**config.mk**
```make
export PLATFORM = sky130hd
export DESIGN_NAME = core_sequencer
export DESIGN_NICKNAME = d
export VERILOG_FILES = /design/src/rtl/core_sequencer_pkg.sv /design/src/rtl/seq_loop_unit.sv /design/src/rtl/core_sequencer.sv
export SDC_FILE = /design/constraint.sdc
export NUM_CORES = 1
export LEC_CHECK = 0
export CORE_UTILIZATION = 51
export CTS_BUF_LIST = sky130_fd_sc_hd__clkbuf_4 sky130_fd_sc_hd__clkbuf_8 sky130_fd_sc_hd__clkbuf_16
export CTS_CLUSTER_DIAMETER = 60
export CTS_CLUSTER_SIZE = 24
export DETAILED_ROUTE_END_ITERATION = 10
export HOLD_SLACK_MARGIN = 0.05
export PLACE_DENSITY = 0.81
export SLEW_MARGIN = 20
export SYNTH_ARGS = -nofsm -noshare
export SYNTH_HDL_FRONTEND = slang
export SYNTH_SLANG_ARGS = --single-unit
```
**constraint.sdc**
```tcl
create_clock -name clk -period 2.8 [get_ports clk]
set_input_delay 0.7 -clock clk [delete_from_list [all_inputs] [get_ports clk]]
set_output_delay 0.7 -clock clk [all_outputs]
set_load 0.01 [all_outputs]
```
**src/rtl/core_sequencer_pkg.sv**
```systemverilog
// Shared definitions for the core sequencer: instruction field layout,
// control sub-op encodings and FSM state encoding.
package core_sequencer_pkg;

    typedef logic [1:0] state_t;

    // opcode classes, field [15:14]
    localparam logic [1:0] CLASS_LOAD = 2'b00;
    localparam logic [1:0] CLASS_ALU2 = 2'b01;
    localparam logic [1:0] CLASS_ALU1 = 2'b10;
    localparam logic [1:0] CLASS_MISC = 2'b11;

    // control sub-ops, field [6:5]
    localparam logic [1:0] SUBOP_END      = 2'b00;
    localparam logic [1:0] SUBOP_LOOP_SET = 2'b01;
    localparam logic [1:0] SUBOP_LOOP_END = 2'b10;
    localparam logic [1:0] SUBOP_WAIT     = 2'b11;

    localparam int CLASS_MSB = 15;
    localparam int CLASS_LSB = 14;
    localparam int STORE_BIT = 8;
    localparam int CTRL_BIT  = 7;
    localparam int SUBOP_MSB = 6;
    localparam int SUBOP_LSB = 5;
    localparam int IMM_MSB   = 4;
    localparam int IMM_LSB   = 0;

    localparam state_t ST_IDLE  = 2'd0;
    localparam state_t ST_FETCH = 2'd1;
    localparam state_t ST_ISSUE = 2'd2;
    localparam state_t ST_WAIT  = 2'd3;

    // Local store shares class MISC but has the store bit set, so it is
    // still broadcast to the cores.
    function automatic logic is_ctrl_word(input logic [15:0] word);
        return (word[CLASS_MSB:CLASS_LSB] == CLASS_MISC) &&
               !word[STORE_BIT] && word[CTRL_BIT];
    endfunction

endpackage

```
**src/rtl/seq_loop_unit.sv**
```systemverilog
// Single-level hardware loop: remembers the loop body start and the
// remaining iteration count, and decides whether a LOOP_END branches back.
module seq_loop_unit #(
    parameter int ADDR_WIDTH = 8
) (
    input  logic                  clk,
    input  logic                  rst,
    input  logic                  clear,
    input  logic                  loop_set,
    input  logic                  loop_end,
    input  logic [4:0]            loop_imm,
    input  logic [ADDR_WIDTH-1:0] pc,
    output logic                  branch_taken,
    output logic [ADDR_WIDTH-1:0] branch_pc
);

    logic [ADDR_WIDTH-1:0] loop_start;
    logic [4:0]            loop_cnt;
    logic                  loop_active;

    assign branch_taken = loop_end && loop_active && (loop_cnt != 5'd0);
    assign branch_pc    = loop_start;

    always_ff @(posedge clk or posedge rst) begin
        if (rst) begin
            loop_start  <= '0;
            loop_cnt    <= '0;
            loop_active <= 1'b0;
        end else if (clear) begin
            loop_active <= 1'b0;
        end else if (loop_set) begin
            // a nested LOOP_SET simply replaces the current loop
            loop_start  <= pc + 1'b1;
            loop_cnt    <= loop_imm;
            loop_active <= 1'b1;
        end else if (loop_end && loop_active) begin
            if (loop_cnt != 5'd0) begin
                loop_cnt <= loop_cnt - 1'b1;
            end else begin
                loop_active <= 1'b0;
            end
        end
    end

endmodule

```
**src/rtl/core_sequencer.sv**
```systemverilog
// Fetches instructions over a valid handshake, broadcasts datapath words to
// the core array with an execute strobe and consumes control words locally.
//
//   state    | meaning
//   ---------+--------------------------------------------------------
//   ST_IDLE  | no program running, waiting for start
//   ST_FETCH | prog_req high at pc, waiting for prog_valid
//   ST_ISSUE | execute strobe for the latched opcode, then pc+1
//   ST_WAIT  | stalled for a WAIT count, no fetch and no execute
module core_sequencer
    import core_sequencer_pkg::*;
#(
    parameter int                    ADDR_WIDTH = 8,
    parameter logic [ADDR_WIDTH-1:0] START_ADDR = '0
) (
    input  logic                  clk,
    input  logic                  rst,
    input  logic                  start,
    input  logic                  abort,
    output logic [ADDR_WIDTH-1:0] prog_addr,
    output logic                  prog_req,
    input  logic [15:0]           prog_data,
    input  logic                  prog_valid,
    output logic [15:0]           opcode,
    output logic                  execute,
    output logic                  busy,
    output logic                  done,
    output logic [ADDR_WIDTH-1:0] pc
);

    state_t                state;
    logic [4:0]            wait_cnt;

    logic                  fetch_hit;
    logic                  word_is_ctrl;
    logic                  ctrl_hit;
    logic [1:0]            sub_op;
    logic [4:0]            imm;
    logic                  loop_set;
    logic                  loop_end;
    logic                  branch_taken;
    logic [ADDR_WIDTH-1:0] branch_pc;
    logic                  at_last;
    logic [ADDR_WIDTH-1:0] adv_pc;
    state_t                adv_state;

    assign prog_addr = pc;
    assign prog_req  = (state == ST_FETCH);
    assign execute   = (state == ST_ISSUE);
    assign busy      = (state != ST_IDLE);

    assign fetch_hit    = (state == ST_FETCH) && prog_valid && !abort;
    assign word_is_ctrl = is_ctrl_word(prog_data);
    assign ctrl_hit     = fetch_hit && word_is_ctrl;
    assign sub_op       = prog_data[SUBOP_MSB:SUBOP_LSB];
    assign imm          = prog_data[IMM_MSB:IMM_LSB];
    assign loop_set     = ctrl_hit && (sub_op == SUBOP_LOOP_SET);
    assign loop_end     = ctrl_hit && (sub_op == SUBOP_LOOP_END);

    // Stepping past the last address ends the program instead of wrapping.
    assign at_last   = (pc == {ADDR_WIDTH{1'b1}});
    assign adv_pc    = at_last ? pc : pc + 1'b1;
    assign adv_state = at_last ? ST_IDLE : ST_FETCH;

    seq_loop_unit #(
        .ADDR_WIDTH (ADDR_WIDTH)
    ) u_loop (
        .clk          (clk),
        .rst          (rst),
        .clear        (abort),
        .loop_set     (loop_set),
        .loop_end     (loop_end),
        .loop_imm     (imm),
        .pc           (pc),
        .branch_taken (branch_taken),
        .branch_pc    (branch_pc)
    );

    always_ff @(posedge clk or posedge rst) begin
        if (rst) begin
            state    <= ST_IDLE;
            pc       <= '0;
            opcode   <= '0;
            wait_cnt <= '0;
            done     <= 1'b0;
        end else begin
            done <= 1'b0;
            if (abort) begin
                state <= ST_IDLE;
            end else begin
                case (state)
                    ST_IDLE: begin
                        if (start) begin
                            pc    <= START_ADDR;
                            state <= ST_FETCH;
                        end
                    end
                    ST_FETCH: begin
                        if (prog_valid) begin
                            if (!word_is_ctrl) begin
                                opcode <= prog_data;
                                state  <= ST_ISSUE;
                            end else begin
                                case (sub_op)
                                    SUBOP_END: begin
                                        done  <= 1'b1;
                                        state <= ST_IDLE;
                                    end
                                    SUBOP_LOOP_END: begin
                                        if (branch_taken) begin
                                            pc    <= branch_pc;
                                            state <= ST_FETCH;
                                        end else begin
                                            pc    <= adv_pc;
                                            state <= adv_state;
                                            done  <= at_last;
                                        end
                                    end
                                    SUBOP_WAIT: begin
                                        if (imm != 5'd0) begin
                                            wait_cnt <= imm;
                                            state    <= ST_WAIT;
                                        end else begin
                                            pc    <= adv_pc;
                                            state <= adv_state;
                                            done  <= at_last;
                                        end
                                    end
                                    default: begin
                                        pc    <= adv_pc;
                                        state <= adv_state;
                                        done  <= at_last;
                                    end
                                endcase
                            end
                        end
                    end
                    ST_ISSUE: begin
                        pc    <= adv_pc;
                        state <= adv_state;
                        done  <= at_last;
                    end
                    ST_WAIT: begin
                        if (wait_cnt == 5'd1) begin
                            pc    <= adv_pc;
                            state <= adv_state;
                            done  <= at_last;
                        end else begin
                            wait_cnt <= wait_cnt - 1'b1;
                        end
                    end
                    default: state <= ST_IDLE;
                endcase
            end
        end
    end

endmodule

```
; ---- Word-level counts from Yosys, hierarchy flattened
; Index checks and enable logic that the tools add are counted.
[word_totals]
ramBits = 0
latch_bits = 0
register_bits = 46
output_inout_bits = 36
n_memories = 0
romBits = 0
[op_classes]
n_reduce_logical = 27
n_eq_ne = 22
n_mux = 40
n_shift = 0
div_mod_pow = 0
addsub = 3
magnitude_cmp = 0
n_mul = 0
bitwise = 2
[op_table]
columns = cell, n
row1 = $mux W8, 7
row2 = $mux W5, 8
row3 = $pmux W8 S4, 1
row4 = $pmux W8 S3, 1
row5 = $reduce_and A7 Y1, 2
row6 = $mux W1, 12
row7 = $mux W2, 6
row8 = $ne A3 B3 Y1 const B, 4
row9 = $eq A2 B2 Y1 const B, 5
row10 = $pmux W5 S2, 1
row11 = $reduce_bool A5 Y1, 2
row12 = $sub A5 B1 Y5 const B, 2
row13 = $logic_and A1 B1 Y1, 9
row14 = $add A8 B1 Y8 const B, 1
row15 = $eq A8 B8 Y1 const B, 1
row16 = $ne A2 B1 Y1 const B, 4
row17 = $ne A2 B2 Y1 const B, 4
row18 = $pmux W2 S4, 1
row19 = $reduce_bool A2 Y1, 4
row20 = $pmux W1 S3, 2
row21 = $pmux W2 S3, 1
row22 = $reduce_and A3 Y1, 2
row23 = $eq A5 B1 Y1 const B, 1
row24 = $eq A2 B1 Y1 const B, 2
row25 = 7 further kinds, 11

; ---- Logic depth before layout (Yosys ltp)
[logic_depth]
ltp_word = 13
depth_mapped = 8
depth_no_buf = 7

; ---- Cells and area by module
; Synthesis repeated with hierarchy kept, for this count alone.
[unflattened]
cells_unflattened = 285
hier_area_um2 = 2687.6
[by_module_without_submodules]
columns = module, cells_each, seq_area_each_um2, instances, area_per_inst_um2
row1 = core_sequencer, 195, 800.8, 1, 1889.3
row2 = seq_loop_unit, 90, 350.3, 1, 798.3

; ---- Worst setup path before layout
; No wires, ideal clock.
[synth_timing]
path_kind = input to register
start = input port prog_data[5]
end = register pc[2]
required_time_ps = 2679
arrival_time_ps = 2336
n_path_buf = 2
path_stages = 7
slack_ps = 343
setup_ps = 121
path_cell_list = buf_2 > nand4bb_1 > or4_1 > buf_2 > a21o_1 > a211o_1 > a22o_1
[synth_between]
elab_chain_len = 9
[synth_lines]
columns = element, line
row1 = from (decl), core_sequencer.sv:22  ; input logic [15:0] prog_data,
row2 = $eq A2 B2 Y1, "core_sequencer.sv:58, core_sequencer.sv:104"
row3 = $logic_and A1 B1 Y1, core_sequencer.sv:58  ; assign loop_end = ctrl_hit && (sub_op == SUBOP_LOOP_END);
row4 = $logic_and A1 B1 Y1 (2 in series), seq_loop_unit.sv:21  ; assign branch_taken = loop_end && loop_active && (loop_cnt != 5'd0);
row5 = $mux W8, core_sequencer.sv:110  ; if (branch_taken) begin
row6 = $pmux W8 S3, core_sequencer.sv:104  ; case (sub_op)
row7 = $mux W8, core_sequencer.sv:100  ; if (!word_is_ctrl) begin
row8 = $mux W8, core_sequencer.sv:99  ; if (prog_valid) begin
row9 = $pmux W8 S4, core_sequencer.sv:91  ; case (state)
row10 = to (signal assigned), core_sequencer.sv:111  ; pc <= branch_pc;
row11 = to (signal assigned), core_sequencer.sv:114  ; pc <= adv_pc;
row12 = to (signal assigned), core_sequencer.sv:124  ; pc <= adv_pc;
row13 = to (decl), core_sequencer.sv:28  ; output logic [ADDR_WIDTH-1:0] pc
; Several ways; a longest one is shown, not always the timed one. The select of a mux whose other input is x is not followed.
; A chain may end at the register's enable or synchronous reset.

; ---- Worst setup path after layout
[layout_timing]
start = input port prog_data[14]
end = register pc[7]
[layout_between]
elab_chain_len = 12
[layout_lines]
columns = element, line
row1 = $eq A2 B2 Y1 *, core_sequencer_pkg.sv:36  ; return (word[CLASS_MSB:CLASS_LSB] == CLASS_MISC) &&
row2 = $logic_and A1 B1 Y1 *, core_sequencer_pkg.sv:36
row3 = $logic_and A1 B1 Y1 *, core_sequencer_pkg.sv:37  ; !word[STORE_BIT] && word[CTRL_BIT];
row4 = $logic_and A1 B1 Y1, core_sequencer.sv:54  ; assign ctrl_hit = fetch_hit && word_is_ctrl;
row5 = $logic_and A1 B1 Y1, core_sequencer.sv:58
row6 = $logic_and A1 B1 Y1 (2 in series), seq_loop_unit.sv:21
row7 = $mux W8, core_sequencer.sv:110
row8 = $pmux W8 S3, core_sequencer.sv:104
row9 = $mux W8, core_sequencer.sv:100
row10 = $mux W8, core_sequencer.sv:99
row11 = $pmux W8 S4, core_sequencer.sv:91
; Every way passes the cells marked *; elsewhere a longest branch is shown, timed or not. The select of a mux whose other input is x is not followed.

==> run metrics <==
chip width 73.2 um; n_diodes 0; clk sinks 46; drt drc 0; CTS tree built; initial antenna violation count 0; fraction of layout cells with a size suffix above 1 between 10% and 20%; clk buf depth 2; clk_lat worst skew around 300 ps; Avg Inst Size Synth ~10 um2; placed cell count roughly 400; Power Dens Cells approximately 670 nW/um2; R2R cell count 8; register bit count reported by yosys 46; total of max-cap violations 0; crit path max fanout 6; Netlist cell types 57; Post-DRT Antenna Nets 0; fmax just under 400 MHz; Max IR drop VDD 0.497 mV; hold path start u_loop.branch_pc[5]; Non-Filler Instances slightly above 400; Placed Area 3360 um2; Initial DRC Count between 100 and 150; critical path class in -> reg; Congestion Overflow GR 0; die area ~5400 um2; number of placed I/O pins 57; Tightest Hold Check Type reg -> reg; worst-margin pin slew approximately 600 ps; commonest non-fill, non-tap cell in the layout clkdlybuf4s50_1; core area between 4000 and 5000 um2; Clk pin slew, worst setup/hold paths around 90 ps; CP endpoint kind flop; Layout Nets between 300 and 400; final cycle utilization of the critical path just over 90%; slew margin rel. between 60% and 70%; syn_nets around 290; WP data required 2990 ps; post-CTS setup buffer count 0; hold buffers post-CTS 0; FF-to-FF setup slack around 460 ps; RSZ-0062 raised after global routing false; YS warnings 0; r2r startpoint u_loop.loop_cnt[0]; Vias 2265; CTS H-tree lvls 2; Placer Congestion 0.876; CTS buffer count 5; WP data arrival 2790 ps; Initial DRT Pass Iterations 4; post-DP HPWL about 4400 um; vias per cell about 5.5; WHS Path Cells 2; Mapped Cells 265; Slew Viols, Final 0; drt total wl between 6000 and 7000 um; IO Port Bufs 56; largest net degree at the start of global routing 47; leakage power between 1 and 1.5 nW; Root Buffer clkbuf_8; clock skew 6.30 ps; synthesized area 2590 um2; most frequent cells in the layout clkdlybuf4s50_1 (56), dfrtp_1 (46), nand2_1 (31), buf_4 (31), o21ai_0 (21); Final Hold Viols 0; detail-routed net length per standard cell around 15 um; hold endpoint u_loop.branch_pc[5]; main flop type after synthesis dfrtp_1; Starting Density between 50 and 60%; Die Ht 73.2 um; number of global-route vias before repair 2213; Post-synth EDFFs 0; post-cts resize count 0; Worst setup SP type input port; Total GRT Usage 24.9%; finished layout cell area approximately 3500 um2; asr flop ratio synth 100%; row count 25; P&R area growth vs syn 33.7%; first-pass GRT wire length ~10000 um; register area share after synthesis roughly 45%; # setup viols final 0; outcome completed; R2R Path End pc[7]; minimum clock period after layout 2600 ps
## Yosys cell counts (all sizes together) (6+ instances only)
| library cell | count | area, um2 |
|---|---|---|
| buf | 10 | 70.1 |
| nor2 | 19 | 71.3 |
| inv | 9 | 33.8 |
| dfrtp | 46 | 1150 |
| nand2 | 31 | 116 |
| clkbuf | 8 | 30.0 |
| a21oi | 12 | 63.8 |
| nor3 | 6 | 30.0 |
| o21ai | 22 | 110 |
| a211oi | 6 | 45.0 |
| nand2b | 6 | 37.5 |
| mux2 | 14 | 158 |
## metal layers
metal	part of all wire [%]	vias to the layer above	global-route usage, %
met5	0	-	0
met4	2.3	0	12.0
met3	5.9	10	6.35
met2	47	82	40.3
met1	44	1076	31.0
li1	-	1097	-
## per-stage QoR
step	hold slack [ps]	utilization (%)	power [mW]	setup WS (ps)	setup TNS (ps)
detailed placement	476	70.3	1.89	-124	-563
global placement	468	70.3	1.87	-82.9	-354
global route	521	72.3	2.44	68.9	0
CTS	497	72.3	2.34	203	0
finish	492	72.3	2.32	200	0
floorplan	450	-	1.41	343	0
## where the power goes
| part | internal, mW | leakage, nW | switching (mW) | total (mW) |
|---|---|---|---|---|
| logic | 0.524 | 0.831 | 0.389 | 0.914 |
| registers | 0.839 | 0.596 | 0.134 | 0.974 |
| clock network | 0.209 | 0.0517 | 0.224 | 0.434 |
## final cells by class
cell class	count	area, um2
clock buffer	7	90.1
sequential	46	1150
fill	373	1330
tap	67	83.8
timing repair buffer	87	793
multi-input combinational	192	1300
inverter	9	33.8
clock inverter	1	5.00
## logic make-up (layout without fill, tap and decap cells)
logic type / Yosys count / count (layout) / synth area share [%]
xor gates and xnor gates: 9 / 9 / 3.05
adders and majority gates: 5 / 5 / 2.42
muxes: 15 / 15 / 6.48
and+or+nand+nor: 96 / 96 / 20.9
buffers and inverters: 27 / 104 / 5.18
DFF: 46 / 46 / 44.5
AOI/OAI and AO/OA: 67 / 67 / 17.4
## how the worst max path moves through the flow
stage                  startpoint  endpoint  slack, ps  cells after the start
global placement    prog_data[14]     pc[7]        -80                      7
CTS                 prog_data[14]     pc[7]        200                      7
finish              prog_data[14]     pc[7]        200                      7
floorplan            prog_data[5]     pc[2]        340                      7
global route        prog_data[14]     pc[7]         70                      7
detailed placement  prog_data[14]     pc[7]       -120                      7
## worst max-delay path, cell delays in order
cell             delay (ps)
clkdlybuf4s50_1         530
nand4b_4                120
or4_1                   610
buf_4                   180
a21oi_2                 240
a31oi_1                  80
o32a_1                  340
## flip-flops by register name, summed over array words and instances, names as in the netlist
register,cells
opcode,16
pc,8
u_loop.branch_pc,8
u_loop.loop_cnt,5
wait_cnt,5
state,2
done,1
u_loop.loop_active,1
Power figures use the tool's default switching activity.
